`config.mk`:
```
export PLATFORM = sky130hd
export DESIGN_NAME = mem_boot_loader_flat
export DESIGN_NICKNAME = d
export VERILOG_FILES = /design/src/rtl/mem_boot_loader_if.sv /design/src/rtl/mem_boot_loader.sv /design/src/flat_wrapper.sv
export SDC_FILE = /design/constraint.sdc
export NUM_CORES = 1
export LEC_CHECK = 0
export CELL_PAD_IN_SITES_DETAIL_PLACEMENT = 1
export CELL_PAD_IN_SITES_GLOBAL_PLACEMENT = 1
export CORE_ASPECT_RATIO = 0.8
export CORE_MARGIN = 2
export CORE_UTILIZATION = 22
export DETAILED_ROUTE_END_ITERATION = 12
export MAX_ROUTING_LAYER = met4
export PLACE_DENSITY = 0.94
export REMOVE_ABC_BUFFERS = 1
export SYNTH_ARGS = -nofsm -noshare
export SYNTH_HDL_FRONTEND = slang
export SYNTH_SLANG_ARGS = --single-unit
```
`constraint.sdc`:
```
create_clock -name clk -period 2 [get_ports clk]
set_input_delay 0.6 -clock clk [delete_from_list [all_inputs] [get_ports clk]]
set_output_delay 0.6 -clock clk [all_outputs]
set_load 0.02 [all_outputs]
```
`src/rtl/mem_boot_loader_if.sv`:
```
// Bundle of the byte stream, CPU and program memory signals around the boot loader.
// slave is the loader's view; master is the surrounding system (stream source, CPU, memory).
interface mem_boot_loader_if #(
    parameter int ADDR_W = 4,
    parameter int DATA_W = 8
);
    logic              in_valid;
    logic [DATA_W-1:0] in_data;
    logic              in_ready;
    logic              start;
    logic              cpu_read;
    logic              cpu_write;
    logic [ADDR_W-1:0] cpu_address;
    logic [DATA_W-1:0] cpu_wdata;
    logic [DATA_W-1:0] cpu_rdata;
    logic              cpu_rst;
    logic              mem_write;
    logic [ADDR_W-1:0] mem_address;
    logic [DATA_W-1:0] mem_wdata;
    logic [DATA_W-1:0] mem_rdata;
    logic              done;
    logic              err;

    modport slave (
        input  in_valid, in_data, start, cpu_read, cpu_write, cpu_address, cpu_wdata, mem_rdata,
        output in_ready, cpu_rdata, cpu_rst, mem_write, mem_address, mem_wdata, done, err
    );

    modport master (
        output in_valid, in_data, start, cpu_read, cpu_write, cpu_address, cpu_wdata, mem_rdata,
        input  in_ready, cpu_rdata, cpu_rst, mem_write, mem_address, mem_wdata, done, err
    );
endinterface

```
`src/rtl/mem_boot_loader.sv`:
```
// Boot loader: holds the CPU in reset while a byte stream fills program memory, then passes
// the CPU through to memory. Define MEM_BOOT_LOADER_CHECKSUM_EN to add a trailing checksum byte.
module mem_boot_loader #(
    parameter int ADDR_W      = 4,
    parameter int DATA_W      = 8,
    parameter int RELEASE_CYC = 2
) (
    input logic              clk,
    input logic              rst,
    mem_boot_loader_if.slave bus
);
    localparam int DEPTH  = 2 ** ADDR_W;
    localparam int HOLD_W = (RELEASE_CYC > 1) ? $clog2(RELEASE_CYC) : 1;
    localparam logic [ADDR_W-1:0] LAST_ADDR = ADDR_W'(DEPTH - 1);
    localparam logic [HOLD_W-1:0] HOLD_LAST = HOLD_W'(RELEASE_CYC - 1);

    typedef enum logic [2:0] {LOAD, HOLD, RUN, CHK, ERROR} state_t;

    state_t            state;
    logic [ADDR_W-1:0] cnt;
    logic [HOLD_W-1:0] hold_cnt;
    logic              cpu_rst_q;
    logic              done_q;
    logic              ready;
    logic              hs;
    logic              unused_cpu_read;

`ifdef MEM_BOOT_LOADER_CHECKSUM_EN
    logic              err_q;
    logic [DATA_W-1:0] sum;
    logic [DATA_W-1:0] sum_next;

    assign ready    = (state == LOAD) || (state == CHK);
    assign sum_next = sum + bus.in_data;
    assign bus.err  = err_q;
`else
    assign ready    = (state == LOAD);
    assign bus.err  = 1'b0;
`endif

    assign hs              = bus.in_valid & ready;
    assign bus.in_ready    = ready;
    assign bus.cpu_rst     = cpu_rst_q;
    assign bus.done        = done_q;
    assign unused_cpu_read = bus.cpu_read;

    // Sequencer: count stream bytes into memory, hold the CPU for a few cycles, then release it.
    always_ff @(posedge clk) begin
        if (rst) begin
            state     <= LOAD;
            cnt       <= '0;
            hold_cnt  <= '0;
            cpu_rst_q <= 1'b1;
            done_q    <= 1'b0;
`ifdef MEM_BOOT_LOADER_CHECKSUM_EN
            err_q     <= 1'b0;
            sum       <= '0;
`endif
        end else begin
            case (state)
                LOAD: begin
                    if (hs) begin
                        cnt <= cnt + 1'b1;
`ifdef MEM_BOOT_LOADER_CHECKSUM_EN
                        sum <= sum_next;
                        if (cnt == LAST_ADDR) state <= CHK;
`else
                        if (cnt == LAST_ADDR) state <= HOLD;
`endif
                    end
                end
                HOLD: begin
                    if (hold_cnt == HOLD_LAST) begin
                        hold_cnt  <= '0;
                        state     <= RUN;
                        cpu_rst_q <= 1'b0;
                        done_q    <= 1'b1;
                    end else begin
                        hold_cnt <= hold_cnt + 1'b1;
                    end
                end
                RUN: begin
                    if (bus.start) begin
                        state     <= LOAD;
                        cnt       <= '0;
                        cpu_rst_q <= 1'b1;
                        done_q    <= 1'b0;
`ifdef MEM_BOOT_LOADER_CHECKSUM_EN
                        sum       <= '0;
`endif
                    end
                end
`ifdef MEM_BOOT_LOADER_CHECKSUM_EN
                // The extra byte is only summed, never stored; a zero total releases the CPU.
                CHK: begin
                    if (hs) begin
                        if (sum_next == '0) begin
                            state <= HOLD;
                        end else begin
                            state <= ERROR;
                            err_q <= 1'b1;
                        end
                    end
                end
                ERROR: begin
                    if (bus.start) begin
                        state <= LOAD;
                        cnt   <= '0;
                        sum   <= '0;
                        err_q <= 1'b0;
                    end
                end
`endif
                default: state <= LOAD;
            endcase
        end
    end

    // Memory port mux: the loader owns memory until RUN, after which the CPU talks to it directly.
    always_comb begin
        bus.mem_write   = 1'b0;
        bus.mem_address = '0;
        bus.mem_wdata   = '0;
        bus.cpu_rdata   = '0;
        case (state)
            LOAD: begin
                bus.mem_write   = hs;
                bus.mem_address = cnt;
                bus.mem_wdata   = bus.in_data;
            end
            RUN: begin
                bus.mem_write   = bus.cpu_write;
                bus.mem_address = bus.cpu_address;
                bus.mem_wdata   = bus.cpu_wdata;
                bus.cpu_rdata   = bus.mem_rdata;
            end
            default: ;
        endcase
    end
endmodule

```
`src/flat_wrapper.sv`:
```
// flat-port wrapper written by rule: the top's interface ports become plain ports
module mem_boot_loader_flat 
#(
    parameter int ADDR_W      = 4,
    parameter int DATA_W      = 8,
    parameter int RELEASE_CYC = 2
)
  (clk, rst, bus_in_valid, bus_in_data, bus_start, bus_cpu_read, bus_cpu_write, bus_cpu_address, bus_cpu_wdata, bus_mem_rdata, bus_in_ready, bus_cpu_rdata, bus_cpu_rst, bus_mem_write, bus_mem_address, bus_mem_wdata, bus_done, bus_err);
  mem_boot_loader_if #(.ADDR_W(ADDR_W), .DATA_W(DATA_W)) bus_i ();
  input logic clk;
  input logic rst;
  input wire logic [$bits(bus_i.in_valid)-1:0] bus_in_valid;
  input wire logic [$bits(bus_i.in_data)-1:0] bus_in_data;
  input wire logic [$bits(bus_i.start)-1:0] bus_start;
  input wire logic [$bits(bus_i.cpu_read)-1:0] bus_cpu_read;
  input wire logic [$bits(bus_i.cpu_write)-1:0] bus_cpu_write;
  input wire logic [$bits(bus_i.cpu_address)-1:0] bus_cpu_address;
  input wire logic [$bits(bus_i.cpu_wdata)-1:0] bus_cpu_wdata;
  input wire logic [$bits(bus_i.mem_rdata)-1:0] bus_mem_rdata;
  output wire logic [$bits(bus_i.in_ready)-1:0] bus_in_ready;
  output wire logic [$bits(bus_i.cpu_rdata)-1:0] bus_cpu_rdata;
  output wire logic [$bits(bus_i.cpu_rst)-1:0] bus_cpu_rst;
  output wire logic [$bits(bus_i.mem_write)-1:0] bus_mem_write;
  output wire logic [$bits(bus_i.mem_address)-1:0] bus_mem_address;
  output wire logic [$bits(bus_i.mem_wdata)-1:0] bus_mem_wdata;
  output wire logic [$bits(bus_i.done)-1:0] bus_done;
  output wire logic [$bits(bus_i.err)-1:0] bus_err;
  assign bus_i.in_valid = bus_in_valid;
  assign bus_i.in_data = bus_in_data;
  assign bus_i.start = bus_start;
  assign bus_i.cpu_read = bus_cpu_read;
  assign bus_i.cpu_write = bus_cpu_write;
  assign bus_i.cpu_address = bus_cpu_address;
  assign bus_i.cpu_wdata = bus_cpu_wdata;
  assign bus_i.mem_rdata = bus_mem_rdata;
  assign bus_in_ready = bus_i.in_ready;
  assign bus_cpu_rdata = bus_i.cpu_rdata;
  assign bus_cpu_rst = bus_i.cpu_rst;
  assign bus_mem_write = bus_i.mem_write;
  assign bus_mem_address = bus_i.mem_address;
  assign bus_mem_wdata = bus_i.mem_wdata;
  assign bus_done = bus_i.done;
  assign bus_err = bus_i.err;
  mem_boot_loader #(.ADDR_W(ADDR_W), .DATA_W(DATA_W), .RELEASE_CYC(RELEASE_CYC)) u_core (.clk(clk), .rst(rst), .bus(bus_i));
endmodule
```
After elaboration in Yosys (flattened, before gate mapping):

Index checks and enable logic that the tools add are counted.

* register bits: 10
* input bits: 34

* $add $sub $neg: 2
* eq/ne operators: 7
* muxes and demuxes: 19
* bitwise logic cells: 1
* reductions and logical operators: 6

Operators by type and width (count)
* 4-bit one-hot mux with 2 select lines: 2
* 8-bit one-hot mux with 2 select lines: 1
* 3-bit 2-to-1 mux: 4
* 3-bit one-hot mux with 3 select lines: 1
* 4-bit 2-to-1 mux: 2
* 8-bit 2-to-1 mux: 1
* 2-bit != test, second input constant: 3
* 1-bit one-hot mux with 2 select lines: 3
* 3-bit AND reduction: 2
* 1-bit 2-to-1 mux: 5
* 4-bit by 1-bit adder with 4-bit output, second input constant: 1
* 4-bit == test, second input constant: 1
* 4-bit AND reduction: 1
* 2-bit nonzero test: 2
* 3-bit by 1-bit == test with 1-bit output, second input constant: 1
* 3-bit by 2-bit == test with 1-bit output, second input constant: 1
* 3-bit logical NOT: 1
* 2-bit by 1-bit != test with 1-bit output, second input constant: 1
* 1-bit adder, second input constant: 1
* 1-bit AND: 1

Longest topological paths before layout:

Gate-level depths: netlist of run 1.

* depth in word-level cells: 4
* mapped depth: 5
* gate-level depth less buffers: 4

Worst setup path before layout of run 1:

Ideal clock, no wire load.

* path type: flip-flop to output port
* start point: register u_core.state[1]
* end point: output bus_mem_address[2]
* data arrival time: 1.098 ns
* required time: 1.400 ns
* setup slack: 0.302 ns
* cell stages (with the launch flop): 5
* path buffers: 2
* path through: dfxtp_1 -> buf_4 -> buf_4 -> mux2i_1 -> nor2_1

* longest elaborated chain between the ends: 2
* elaborated cells between the ends (all ways): 3
* classes of those cells: eq/ne: 1; mux: 1; reduce/logical: 1

RTL lines
* start, declared: RTL line mem_boot_loader.sv:19 `state_t state;`
* start signal, assigned: RTL line mem_boot_loader.sv:50 `state <= LOAD;`
* start signal, assigned: RTL line mem_boot_loader.sv:68 `if (cnt == LAST_ADDR) state <= HOLD;`
* start signal, assigned: RTL line mem_boot_loader.sv:75 `state <= RUN;`
* 3-bit by 2-bit == test with 1-bit output or 3-bit logical NOT (tied branches): RTL line mem_boot_loader.sv:125 `case (state)`
* 4-bit one-hot mux with 2 select lines (*): RTL line mem_boot_loader.sv:125
* end, declared: RTL line flat_wrapper.sv:24 `output wire logic [$bits(bus_i.mem_address)-1:0] bus_mem_address;`

Every way passes the cells marked *; elsewhere a longest branch is shown, timed or not.

Worst setup path after layout of run 1:

* start point: input bus_cpu_address[3]
* end point: output bus_mem_address[3]

* longest elaborated chain between the ends: 1

RTL lines
* start, declared: RTL line flat_wrapper.sv:17 `input wire logic [$bits(bus_i.cpu_address)-1:0] bus_cpu_address;`
* 4-bit one-hot mux with 2 select lines: RTL line mem_boot_loader.sv:125

No other way between the ends.

==> run summary, run 1 <==
Max-cap violations -> 0
Main combinational cell family by area after synthesis -> simple AND/OR/NAND/NOR gates
Fillcell total -> 373
Drt first pass iters -> 4
Crit path launch type -> primary input
Synth Warn # -> 0
Hold wc startpoint -> u_core.bus.done$_SDFFE_PP0P_
Site row count -> 18
Simple-Gate Fraction of Synth Area -> 0.302
Leakage -> 0.658 nW
Hold crit path type -> flip-flop to flip-flop
Sw Pwr -> 0.122 mW
Pre-CTS setup slack -> -564 ps
CTS tree -> yes
Largest net degree at the start of global routing -> 12
Core area -> 3060 um^2
NumNets Final -> 185
Residual DRC count -> 0
Final wirelength -> 2.72 mm
GPL Wtd Cong -> 0.777
Drt first-iter violations -> 8
Layout cells sized above 1 -> 0.242
Die height -> 54.5 um
Register area -> 180 um^2
CP max stage cell -> clkdlybuf4s50_1
Max Slew Vio Count -> 0
Post-synthesis mux area share -> 0.186
Worst vdd ir -> 0.166 mV
Int Power -> 0.401 mW
H-tree depth -> 1
Skew final -> 3.74 ps
Die width -> 67.1 um
# setup viols final -> 0
Antenna-violating nets left -> 0
# diodes -> 0
CP Max Fanout -> 1
Placed standard-cell area -> 1340 um^2
Crit-path cells -> clkdlybuf4s50_1, mux2i_1, nor2_1, buf_4
Initial core utilization -> 0.229
Req. time, crit path -> 1400 ps
RSZ-0062 raised after global routing -> false
Placed insts -> 185
DR vias -> 859
Total power -> 0.522 mW
Max incr delay on CP -> 460 ps
Post-DP HPWL -> 2.25 mm
Clock Power Share -> 0.383
First-pass GRT wire length -> 3.95 mm
Drt via density -> 4.54
Kind of critical path -> primary input to output port
Netlist cell types -> 31
Multi-input logic area -> 473 um^2
CTS max path bufs -> 2
Final hold violation count -> 0
Area Overhead vs Synth -> 89.5%
Global Route Usage Sum -> 0.146
Die area -> 3660 um^2
CTS hold repair buffers -> 0
Sw frac -> 0.233
CTS Root Cell -> clkbuf_8
Clk Latency, worst-skew pair -> 230 ps
Design area -> 1330 um^2
XOR/XNOR Fraction of Synth Area -> 0.0125
Post-Synth Adder-Cell Area -> 0.0179
Post-synthesis compound-gate area fraction -> 0.152
Pwr Density -> 393 nW/um^2
Seq cells post-synth -> 9
Non-Filler Instances -> 189
Final setup margin -> 43.5 ps
Maximum clock rate -> 511 MHz
Setup crit start -> bus_cpu_address[3]
Flop pwr share -> 0.361
Grt total ovfl -> 0
Cells after Synth -> 87
WP buf/inv -> 2
Combinational power share -> 0.256
Initial antenna violation count -> 0
Routed len/inst -> 14.4 um
Syn Area/Cell -> 8.05 um^2
CP endpoint kind -> output port
Final worst path period share -> 0.978
Tightest hold margin -> 523 ps
Number of buffers created by CTS -> 3
Status -> finished, final reports clean
Worst-path clk slew -> 40 ps
CTS sink count -> 9
FF-to-FF Start -> u_core.state[1]$_SDFFE_PP0P_
Delay-heaviest family, CP -> buffers and inverters
Vias in the first global route -> 863
WP data arrival -> 1360 ps
IO Pins -> 59
Crit path time final -> 1960 ps
Post-CTS Setup Bufs -> 0
Register area share after synthesis -> 0.257
Netlist Area Pre-Place -> 701 um^2
PortBufs -> 56
[through the flow]
stage	util	setup TNS [ps]
3_3_place_gp	0.439	-8480
2_1_floorplan	-	-104
3_5_place_dp	0.439	-8890
4_1_cts	0.422	0
6_report	0.433	0
5_1_grt	0.433	0
[worst register-to-register path: cells and delay by family (launching register included)]
kind	cells	cell delay, ps
compound gates	2	570
buf+inv	1	160
flops	1	390
mux	1	140
[layout make-up]
cell class,instances,area share
inverters,2,0.00566
clock buffers,4,0.0339
well taps,40,0.0377
repair buffers,64,0.431
flip-flops and latches,9,0.136
multi-input cells,70,0.356
[layout by cell type, fill, tap and decap left out, types with 3 or more instances in the layout]
cell             count
buf_4               19
nor2_1              18
clkdlybuf4s50_1     14
mux2i_1             13
dlygate4sd2_1       12
dlymetal6s2s_1       9
dfxtp_1              9
and2_1               8
buf_2                8
a21oi_1              5
clkbuf_8             3
[logic make-up after synthesis]
| family | count (synthesis) |
|---|---|
| AO/OA/AOI/OAI | 15 |
| XOR/XNOR | 1 |
| adder cells (fa/ha/maj) | 1 |
| buffers and inverters | 8 |
| flip-flops | 9 |
| multiplexers | 13 |
| other | 1 |
| AND/OR/NAND/NOR | 39 |
[worst paths after layout]
path,to,slack (ps),cells past startpoint
worst max-delay path,bus_mem_address[3],40,4
worst min-delay path,u_core.bus.done$_SDFFE_PP0P_,520,2
worst max register to register,u_core.cnt[2]$_SDFFE_PP0P_,620,4
worst min register to register,u_core.bus.done$_SDFFE_PP0P_,520,2
[power by group through the flow]
stage | clock, mW | combinational (mW) | sequential, mW
2_1_floorplan | 0 | 0.0444 | 0.190
3_3_place_gp | 0 | 0.143 | 0.191
3_5_place_dp | 0 | 0.148 | 0.192
4_1_cts | 0.207 | 0.134 | 0.189
5_1_grt | 0.217 | 0.144 | 0.189
6_report | 0.200 | 0.133 | 0.189
[metal layers]
layer,GRT usage,share of wire
met3,0.0597,0.14
met4,0.0204,0
met5,-,0
met1,0.151,0.37
met2,0.267,0.49
[registers in the layout, summed over array words and instances, names as in the netlist]
name,cells
u_core.bus.cpu_rst,1
u_core.hold_cnt,1
u_core.state,2
u_core.cnt,4
u_core.bus.done,1
[Yosys cell counts]
library cell	count	area (um^2)
mux2i_1	13	130
nand3_1	1	5.00
nand2_1	2	7.51
and2_1	8	50.1
nor3b_4	1	18.8
a41o_1	1	10.0
ha_1	1	12.5
and2b_1	1	7.51
a22oi_1	1	7.51
conb_1	1	3.75
a21oi_1	5	25.0
o21a_1	1	7.51
a221oi_2	1	15.0
nor2b_1	1	6.26
and2b_4	1	10.0
inv_1	2	7.51
nor3_1	1	5.00
nor2_1	18	67.6
nand2b_1	2	12.5
o21ai_0	2	10.0
buf_4	4	30.0
dfxtp_1	9	180
nor2_2	1	6.26
buf_2	2	10.0
o311a_1	1	10.0
xnor2_1	1	8.76
o21ai_1	1	5.00
a21o_1	1	7.51
nand4_1	1	6.26
a2bb2oi_1	1	8.76
and4_1	1	8.76
[repair_timing]
action                                  in CTS  in global routing
pin swaps                                    5                  6
endpoints found under the setup margin      22                  7
gates resized for setup                    105                 14
(Power assumes the default switching activity.)
==> inputs of run 2 (changes only) <==
--- a/config.mk
+++ b/config.mk
@@ -10,10 +10,12 @@
 export CORE_ASPECT_RATIO = 0.8
 export CORE_MARGIN = 2
 export CORE_UTILIZATION = 22
+export CTS_CLUSTER_DIAMETER = 200
 export DETAILED_ROUTE_END_ITERATION = 12
 export MAX_ROUTING_LAYER = met4
 export PLACE_DENSITY = 0.94
 export REMOVE_ABC_BUFFERS = 1
+export SKIP_CTS_REPAIR_TIMING = 1
 export SYNTH_ARGS = -nofsm -noshare
 export SYNTH_HDL_FRONTEND = slang
 export SYNTH_SLANG_ARGS = --single-unit
==> run 2 against run 1 <==
Effect of this change:
- sequential cell count did not move
- setup slack got worse by 26 ps
- die area did not move
- register-to-register slack barely moved
- critical path depth fell by 1
- worst hold slack did not move
- routed wire length rose by 3.3%
- cell area rose by 3.7%
- sequential power barely moved
- combinational power rose by 4%
- global-route usage fell by 0.18 points
==> run summary, run 2 (same netlist as run 1, synthesis figures left out) <==
# diodes -> 0
Fillcell total -> 360
Status -> finished, final reports clean
Number of buffers created by CTS -> 3
DR vias -> 856
Flop pwr share -> 0.359
Sw Pwr -> 0.122 mW
Setup crit start -> bus_mem_rdata[3]
Biggest register -> u_core.cnt
Worst vdd ir -> 0.166 mV
Final setup margin -> 17.1 ps
IO Pins -> 59
Sw frac -> 0.232
Post-DP HPWL -> 2.25 mm
Int Power -> 0.404 mW
Crit-path cells -> clkdlybuf4s50_1, and2_1, dlymetal6s2s_1
Area Overhead vs Synth -> 96.4%
Crit path launch type -> primary input
Die area -> 3660 um^2
Hold crit path type -> flip-flop to flip-flop
Largest net degree at the start of global routing -> 12
Delay-heaviest family, CP -> buffers and inverters
Maximum clock rate -> 504 MHz
Leakage -> 0.754 nW
R2R cell count -> 4
Worst hold stages -> 2
Total power -> 0.527 mW
Register area -> 180 um^2
Layout cells sized above 1 -> 0.235
CTS max path bufs -> 2
Final core occ -> 0.449
Drt via density -> 4.53
Initial core utilization -> 0.229
PortBufs -> 56
Hold wc startpoint -> u_core.bus.done$_SDFFE_PP0P_
Pre-CTS setup slack -> -564 ps
Clk Latency, worst-skew pair -> 230 ps
Combinational power share -> 0.261
Skew final -> 3.74 ps
Most frequent cells in the layout -> dlymetal6s2s_1 (22), buf_4 (20), nor2_1 (18)
Hold EP -> u_core.bus.done$_SDFFE_PP0P_
Global Route Usage Sum -> 0.144
Routed len/inst -> 14.8 um
RR Endpoint -> u_core.cnt[2]$_SDFFE_PP0P_
Largest regs -> u_core.cnt: 4 flops, u_core.state: 2 flops
Initial antenna violation count -> 0
Final hold violation count -> 0
CTS sink count -> 9
Die width -> 67.1 um
Residual DRC count -> 0
Multi-input logic area -> 473 um^2
FF-to-FF setup slack -> 620 ps
Most common cell after layout, fill and taps aside -> dlymetal6s2s_1
Final wirelength -> 2.81 mm
CP endpoint kind -> output port
Core area -> 3060 um^2
CTS Root Cell -> clkbuf_8
Clock Power Share -> 0.380
Grt total ovfl -> 0
Max Slew Vio Count -> 0
Crit path time final -> 1980 ps
Max-cap violations -> 0
H-tree depth -> 1
Final worst path period share -> 0.991
Worst-path clk slew -> 40 ps
CP max stage cell -> clkdlybuf4s50_1
Max incr delay on CP -> 460 ps
# setup viols final -> 0
Drt first pass iters -> 4
NumNets Final -> 185
WP buf/inv -> 2
Req. time, crit path -> 1400 ps
CTS tree -> yes
Kind of critical path -> primary input to output port
Pwr Density -> 383 nW/um^2
Drt first-iter violations -> 7
Largest register FFs -> 4
Site row count -> 18
WP data arrival -> 1380 ps
CP Max Fanout -> 1
Die height -> 54.5 um
First-pass GRT wire length -> 3.89 mm
FF-to-FF Start -> u_core.state[1]$_SDFFE_PP0P_
Vias in the first global route -> 856
GPL Wtd Cong -> 0.777
Antenna-violating nets left -> 0
## run 2: how the worst max path moves through the flow
stage                            end  slack (ps)  depth (start not counted)
global placement       bus_mem_write        -560                          4
CTS                    bus_mem_write        -570                          4
detailed placement     bus_mem_write        -560                          4
floorplan           bus_cpu_rdata[0]         -10                          2
finish              bus_cpu_rdata[3]          20                          3
global route        bus_mem_wdata[2]         -60                          4
## run 2: worst register-to-register path: cells and delay by family, from the launching register on
family	cells	cell delay, ps
AO/OA/AOI/OAI	2	570
multiplexers	1	140
flip-flops	1	390
buffers and inverters	1	160
## run 2: power groups by stage
stage / registers [mW] / clock network (mW) / logic, mW
4_1_cts: 0.189 / 0.207 / 0.149
3_3_place_gp: 0.191 / 0 / 0.143
5_1_grt: 0.189 / 0.217 / 0.148
6_report: 0.189 / 0.200 / 0.138
2_1_floorplan: 0.190 / 0 / 0.0444
3_5_place_dp: 0.192 / 0 / 0.148
## run 2: stage by stage
step / instances / area [um^2] / setup TNS [ps] / hold slack (ps)
floorplan: 81 / 661 / -104 / 467
global placement: 185 / 1340 / -8480 / 498
detailed placement: 185 / 1340 / -8890 / 519
CTS: 189 / 1390 / -9070 / 528
global route: 189 / 1380 / -81.7 / 559
finish: 189 / 1380 / 0 / 523
## run 2: metal layers
metal	up-vias	GRT usage	wire [um]
li1	422	-	-
met1	392	0.145	1040
met2	42	0.269	1400
met3	0	0.0597	355
met4	0	0.0204	0
met5	-	-	0
## run 2: final cells by class
| class | count | share of cell area |
|---|---|---|
| multi-input combinational | 70 | 0.344 |
| tap | 40 | 0.0364 |
| inverter | 2 | 0.00545 |
| clock buffer | 4 | 0.0327 |
| timing repair buffer | 64 | 0.451 |
| sequential | 9 | 0.131 |
==> inputs of run 3 (changes only) <==
--- a/config.mk
+++ b/config.mk
@@ -15,7 +15,6 @@
 export MAX_ROUTING_LAYER = met4
 export PLACE_DENSITY = 0.94
 export REMOVE_ABC_BUFFERS = 1
-export SKIP_CTS_REPAIR_TIMING = 1
 export SYNTH_ARGS = -nofsm -noshare
 export SYNTH_HDL_FRONTEND = slang
 export SYNTH_SLANG_ARGS = --single-unit
==> results of run 3 <==
Final layout, timing and power as in run 1 (identical DEF).
